===== config.mk =====
export PLATFORM = sky130hd
export DESIGN_NAME = rioctrl_io_sched_flat
export DESIGN_NICKNAME = d
export VERILOG_FILES = /design/src/rtl/rioctrl_io_pkg.sv /design/src/rtl/rioctrl_io_sched_if.sv /design/src/rtl/rioctrl_io_tick.sv /design/src/rtl/rioctrl_io_sched.sv /design/src/flat_wrapper.sv
export SDC_FILE = /design/constraint.sdc
export NUM_CORES = 1
export LEC_CHECK = 0
export ABC_AREA = 0
export CORE_ASPECT_RATIO = 1.2
export CORE_UTILIZATION = 52
export DETAILED_ROUTE_END_ITERATION = 10
export HOLD_SLACK_MARGIN = 0.03
export PLACE_DENSITY = 0.75
export SETUP_SLACK_MARGIN = 0.15
export SYNTH_ARGS = -nofsm -noshare
export SYNTH_HDL_FRONTEND = slang
export SYNTH_HIERARCHICAL = 1
export SYNTH_SLANG_ARGS = --single-unit

===== constraint.sdc =====
create_clock -name clk -period 2.7 [get_ports clk]
set_input_delay 0.405 -clock clk [delete_from_list [all_inputs] [get_ports clk]]
set_output_delay 0.405 -clock clk [all_outputs]
set_load 0.01 [all_outputs]

===== src/rtl/rioctrl_io_pkg.sv =====
// Shared definitions for the remote I/O chain scheduler.
// Latency: n/a (types and constants only).
// Backpressure: n/a.
// Contents: FSM state encoding and the phase counts that make up one transfer.
package rioctrl_io_pkg;

    typedef enum logic [2:0] {
        IDLE  = 3'd0,
        SETUP = 3'd1,
        HIGH  = 3'd2,
        LOW   = 3'd3,
        LATCH = 3'd4
    } state_t;

    // Each chain bit takes SETUP, HIGH and LOW phases; a transfer ends with one LATCH phase.
    localparam int PHASES_PER_BIT = 3;
    localparam int LATCH_PHASES   = 1;

endpackage


===== src/rtl/rioctrl_io_sched_if.sv =====
// Bundle of request, parallel data and serial chain signals of the I/O scheduler.
// Latency: n/a (wiring only).
// Backpressure: none; a request made while busy is held one-deep inside the scheduler.
// Modports: master = requester/chain model side, slave = scheduler side.
interface rioctrl_io_sched_if #(
    parameter int WIDTH = 8
);
    logic             start;
    logic [WIDTH-1:0] data_out;
    logic             sin;
    logic             busy;
    logic             done;
    logic [WIDTH-1:0] data_in;
    logic             sout;
    logic             sclk;
    logic             load;

    modport master (
        output start, data_out, sin,
        input  busy, done, data_in, sout, sclk, load
    );

    modport slave (
        input  start, data_out, sin,
        output busy, done, data_in, sout, sclk, load
    );
endinterface


===== src/rtl/rioctrl_io_tick.sv =====
// Phase-tick divider: one-clk tick every DIVIDER enabled clk cycles.
// Latency: tick is combinational on the DIVIDER-th enabled cycle after clear.
// Backpressure: none; counting pauses while enable is low.
// Ports: clk, rst (async high), clear (restart phase), enable (count), tick (phase end).
module rioctrl_io_tick #(
    parameter int DIVIDER = 100
) (
    input  logic clk,
    input  logic rst,
    input  logic clear,
    input  logic enable,
    output logic tick
);
    localparam int CW = (DIVIDER > 1) ? $clog2(DIVIDER) : 1;
    localparam logic [CW-1:0] LAST = CW'(DIVIDER - 1);

    logic [CW-1:0] cnt;

    always_ff @(posedge clk or posedge rst) begin
        if (rst) begin
            cnt <= '0;
        end else if (clear) begin
            cnt <= '0;
        end else if (enable) begin
            cnt <= (cnt == LAST) ? '0 : cnt + 1'b1;
        end
    end

    assign tick = enable && (cnt == LAST);
endmodule


===== src/rtl/rioctrl_io_sched.sv =====
// Remote I/O chain scheduler: shifts data_out to the output chain while capturing the input chain.
// Latency: done pulses (3*WIDTH+1)*DIVIDER clk cycles after the accepting cycle.
// Backpressure: start while busy is held in a one-deep pending flag; extra starts are dropped.
// Ports: clk, rst (async high), io (slave modport: start/data_out/sin in, busy/done/data_in/sout/sclk/load out).
module rioctrl_io_sched
    import rioctrl_io_pkg::*;
#(
    parameter int WIDTH   = 8,
    parameter int DIVIDER = 100,
    parameter int REFRESH = 10000
) (
    input  logic              clk,
    input  logic              rst,
    rioctrl_io_sched_if.slave io
);
    localparam int IW = $clog2(WIDTH);
    localparam int RW = (REFRESH > 0) ? $clog2(REFRESH + 1) : 1;
    // Reloading with REFRESH-1 makes the idle gap between done and the next busy exactly REFRESH cycles.
    localparam int REFRESH_RELOAD = (REFRESH > 0) ? REFRESH - 1 : 0;

    state_t           state, state_nx;
    logic [IW-1:0]    idx;
    logic [IW-1:0]    sel;
    logic [WIDTH-1:0] shadow, capture, last_sent, data_in_q;
    logic [RW-1:0]    refresh_cnt;
    logic             pending, init_flag, busy_q, done_q;
    logic             tick, trigger, accept, last_bit, refresh_hit, latch_exit;
    logic             sclk_c, load_c, sout_c;

    rioctrl_io_tick #(.DIVIDER(DIVIDER)) u_tick (
        .clk    (clk),
        .rst    (rst),
        .clear  (accept),
        .enable (state != IDLE),
        .tick   (tick)
    );

    assign refresh_hit = (REFRESH != 0) && (refresh_cnt == '0);
    assign trigger     = io.start || pending || refresh_hit || (io.data_out != last_sent) || init_flag;
    assign accept      = (state == IDLE) && trigger;
    assign last_bit    = (idx == IW'(WIDTH - 1));
    assign latch_exit  = (state == LATCH) && tick;
    // Output chain is filled MSB first.
    assign sel         = IW'(WIDTH - 1) - idx;

    always_comb begin
        state_nx = state;
        sclk_c   = 1'b0;
        load_c   = 1'b1;
        sout_c   = 1'b0;
        case (state)
            IDLE: begin
                if (trigger) state_nx = SETUP;
            end
            SETUP: begin
                sout_c = shadow[sel];
                if (tick) state_nx = HIGH;
            end
            HIGH: begin
                sout_c = shadow[sel];
                sclk_c = 1'b1;
                if (tick) state_nx = LOW;
            end
            LOW: begin
                sout_c = shadow[sel];
                if (tick) state_nx = last_bit ? LATCH : SETUP;
            end
            LATCH: begin
                load_c = 1'b0;
                if (tick) state_nx = IDLE;
            end
            default: state_nx = IDLE;
        endcase
    end

    always_ff @(posedge clk or posedge rst) begin
        if (rst) begin
            state       <= IDLE;
            idx         <= '0;
            shadow      <= '0;
            capture     <= '0;
            last_sent   <= '0;
            data_in_q   <= '0;
            pending     <= 1'b0;
            init_flag   <= 1'b1;
            busy_q      <= 1'b0;
            done_q      <= 1'b0;
            refresh_cnt <= RW'(REFRESH);
        end else begin
            state  <= state_nx;
            done_q <= 1'b0;
            if (accept) begin
                shadow    <= io.data_out;
                idx       <= '0;
                busy_q    <= 1'b1;
                pending   <= 1'b0;
                init_flag <= 1'b0;
            end else if (state != IDLE && io.start) begin
                pending <= 1'b1;
            end
            if (state == IDLE && refresh_cnt != '0) begin
                refresh_cnt <= refresh_cnt - 1'b1;
            end
            if (state == SETUP && tick) begin
                capture[idx] <= io.sin;
            end
            if (state == LOW && tick && !last_bit) begin
                idx <= idx + 1'b1;
            end
            if (latch_exit) begin
                data_in_q   <= capture;
                last_sent   <= shadow;
                done_q      <= 1'b1;
                busy_q      <= 1'b0;
                refresh_cnt <= RW'(REFRESH_RELOAD);
            end
        end
    end

    assign io.busy    = busy_q;
    assign io.done    = done_q;
    assign io.data_in = data_in_q;
    assign io.sclk    = sclk_c;
    assign io.load    = load_c;
    assign io.sout    = sout_c;
endmodule


===== src/flat_wrapper.sv =====
// flat-port wrapper written by rule: the top's interface ports become plain ports
module rioctrl_io_sched_flat import rioctrl_io_pkg::*;
#(
    parameter int WIDTH   = 8,
    parameter int DIVIDER = 100,
    parameter int REFRESH = 10000
)
  (clk, rst, io_start, io_data_out, io_sin, io_busy, io_done, io_data_in, io_sout, io_sclk, io_load);
  rioctrl_io_sched_if #(.WIDTH(WIDTH)) io_i ();
  input  logic clk;
  input  logic rst;
  input wire logic [$bits(io_i.start)-1:0] io_start;
  input wire logic [$bits(io_i.data_out)-1:0] io_data_out;
  input wire logic [$bits(io_i.sin)-1:0] io_sin;
  output wire logic [$bits(io_i.busy)-1:0] io_busy;
  output wire logic [$bits(io_i.done)-1:0] io_done;
  output wire logic [$bits(io_i.data_in)-1:0] io_data_in;
  output wire logic [$bits(io_i.sout)-1:0] io_sout;
  output wire logic [$bits(io_i.sclk)-1:0] io_sclk;
  output wire logic [$bits(io_i.load)-1:0] io_load;
  assign io_i.start = io_start;
  assign io_i.data_out = io_data_out;
  assign io_i.sin = io_sin;
  assign io_busy = io_i.busy;
  assign io_done = io_i.done;
  assign io_data_in = io_i.data_in;
  assign io_sout = io_i.sout;
  assign io_sclk = io_i.sclk;
  assign io_load = io_i.load;
  rioctrl_io_sched #(.WIDTH(WIDTH), .DIVIDER(DIVIDER), .REFRESH(REFRESH)) u_core (.clk(clk), .rst(rst), .io(io_i));
endmodule

==> impl_metrics.json <==
{
  "status": "completed",
  "clkTransAtPathRegs_ps": 70,
  "cts-root-buf": "clkbuf_8",
  "reg2reg_from": "u_core/u_tick/cnt[4]",
  "skew_ps": 13.4,
  "hold_viol": 0,
  "endpoint_kind": "flop",
  "die_h_um": 86.4,
  "rrSetupSlack_ps": 270,
  "power_leakage_nw": 1.64,
  "cellPowerDensity_mw_per_mm2": 683,
  "reg2reg_depth": 7,
  "via_per_inst": 5.46,
  "design.die.area_mm2": 0.00624,
  "critical_path_required_ps": 2920,
  "r2r_end": "u_core/capture[2]",
  "final.period_utilization": 0.898,
  "wire_per_inst_um": 14.9,
  "fillers": 487,
  "max-slew-margin-rel": 0.527,
  "syn_nets": 311,
  "drv_cap": 0,
  "yosysSeqAreaShare": 0.514,
  "hold_buffers": 0,
  "final_common_cell": "nand2_1",
  "drive_gt1_frac": 0.192,
  "ys_warn_count": 6,
  "antenna_found_initial": 0,
  "finalSetupTns_ps": 0,
  "vias": 2253,
  "die_w_um": 72.3,
  "cts-buffers-inserted": 9,
  "dp_hpwl_mm": 4.14,
  "dp_cells": 395,
  "io-pin-count": 25,
  "grt_util_all_layers": 0.220,
  "synth_cells": 295,
  "remaining_drc_errors": 0,
  "peakVddDrop_uv": 412,
  "setup_viol": 0,
  "ant_nets": 0,
  "rows": 30,
  "routed_wl_mm": 6.17,
  "core_area_mm2": 0.00571,
  "grt_pass1_vias": 2223,
  "crit_type": "reg -> reg",
  "clock_path_buffers": 2,
  "synth_area_mm2": 0.00308,
  "synth_cell_types": 47,
  "worstPathMaxFanout": 5,
  "cts.sinks": 63,
  "drt-initial-drc-count": 191,
  "cts_tree": "done",
  "grt_max_degree": 57,
  "drv_slew": 0,
  "fmax_mhz": 412,
  "area_growth_pct": 17.3,
  "mostFrequentLayoutCells": "nand2_1, dfrtp_1, clkdlybuf4s50_1, nor2_1",
  "firstDrtPassIters": 4,
  "start_kind": "flop",
  "fin_crit_ps": 2430,
  "gp_congestion": 0.839,
  "gr-total-overflow": 0,
  "h-tree-depth": 3,
  "avgSynthCellArea_um2": 10.5,
  "worst_pin_slew_ps": 709,
  "clk_latency_ps": 340,
  "nets": 344,
  "hp-class": "in -> async",
  "initial_core_util": 0.541,
  "antenna_cells": 0,
  "grt_pass1_wl_mm": 10.2,
  "stdcell_count": 413,
  "rsz0062_at_grt": "true",
  "yosys_register_bits": 63,
  "arrival_ps": 2650,
  "io_buffers": 24
}
logic make-up after synthesis:
family,after synthesis,share of synthesized area
compound gates,27,0.0604
fa+ha+maj,4,0.0162
simple gates,143,0.236
mux,22,0.0957
buf+inv,18,0.0272
xor+xnor,18,0.0511
flops,63,0.514
sequential cells by signal (all words and copies together) (netlist names):
name                count
u_core/refresh_cnt     14
u_core/shadow           8
u_core/last_sent        8
u_core/u_tick/cnt       7
u_core/pending          1
u_core/io.busy          1
u_core/idx              3
u_core/io.data_in       8
u_core/state            3
u_core/io.done          1
u_core/init_flag        1
u_core/capture          8
where the power goes:
part | internal (mW) | switching (mW) | leakage, nW | total (mW)
sequential | 1.08 | 0.155 | 0.793 | 1.24
combinational | 0.321 | 0.235 | 0.771 | 0.556
clock | 0.332 | 0.345 | 0.0784 | 0.677
worst max-delay path by stage:
stage                              endpoint  slack, ps                  from  cells after the start
after floorplan           u_core/capture[2]        170       u_core/state[2]                      9
after global placement    u_core/capture[2]        260  u_core/u_tick/cnt[3]                      7
after detailed placement  u_core/capture[2]        170  u_core/u_tick/cnt[4]                      7
after CTS                 u_core/capture[2]        170  u_core/u_tick/cnt[4]                      7
after global routing      u_core/capture[2]        120  u_core/u_tick/cnt[0]                      8
final                     u_core/capture[2]        270  u_core/u_tick/cnt[4]                      7
worst max-delay path, stage by stage, from the launching register on:
cell and delay, ps:
dfrtp_1 420, nand4bb_2 330, nor2_2 190, and2_4 180
nand2_1 130, or4_4 470, nor3b_1 220, mux2_2 360
layer usage:
layer,global-route usage,part of all wire,vias up
met5,0,0,-
met2,0.352,0.50,49
met4,0.0891,0.016,0
met3,0.0616,0.034,8
met1,0.281,0.45,1112
li1,-,-,1084
cell usage after synthesis, drive strengths merged:
cell type / n / share of area
nor4: 4 / 0.012
a221oi: 1 / 0.0049
a31oi: 4 / 0.0081
and4: 2 / 0.0057
mux2: 16 / 0.068
o211ai: 3 / 0.0073
nand3: 8 / 0.015
buf: 4 / 0.010
and2: 2 / 0.0045
or3: 3 / 0.0065
o21ai: 7 / 0.011
clkbuf: 6 / 0.0073
or4: 3 / 0.0073
inv: 8 / 0.0097
nand3b: 3 / 0.0073
a21o: 1 / 0.0024
o21a: 1 / 0.0024
nand2b: 7 / 0.014
nand4bb: 1 / 0.0037
nor2b: 2 / 0.0041
or3b: 2 / 0.0057
mux4: 2 / 0.015
xnor2: 9 / 0.026
nand2: 68 / 0.083
nor3b: 3 / 0.0073
dfrtp: 57 / 0.46
xor2: 9 / 0.026
o31ai: 1 / 0.0024
a2111oi: 1 / 0.0049
nor4b: 1 / 0.0049
nand4: 4 / 0.0081
nor2: 20 / 0.024
mux2i: 4 / 0.013
nor3: 10 / 0.023
o221ai: 1 / 0.0028
ha: 4 / 0.016
a211oi: 3 / 0.0073
dfstp: 6 / 0.051
a21oi: 4 / 0.0065
per-stage QoR:
step                setup slack (ps)  hold slack [ps]  power, mW  area (um2)   util
finish                           274              340       2.47        3620  0.634
global route                     121              356       2.61        3620  0.634
CTS                              172              342       2.46        3580  0.627
detailed placement               170              455       1.78        3420  0.599
global placement                 258              453       1.76        3420  0.599
floorplan                        169              208       1.61        3080      -
timing repair:
action,4_1_cts,5_1_grt
pin swaps,0,0
buffers inserted,1,1
setup endpoints to repair,1,10
gates resized for setup,1,7
layout make-up:
class,instances,area [um2],area share
flip-flops and latches,63,1590,0.438
multi-input cells,214,1430,0.396
repair buffers,32,313,0.0864
clock buffers,14,143,0.0394
well taps,80,100,0.0277
inverters,8,33.8,0.00934
clock inverters,2,10.0,0.00277
(Power assumes the default switching activity.)
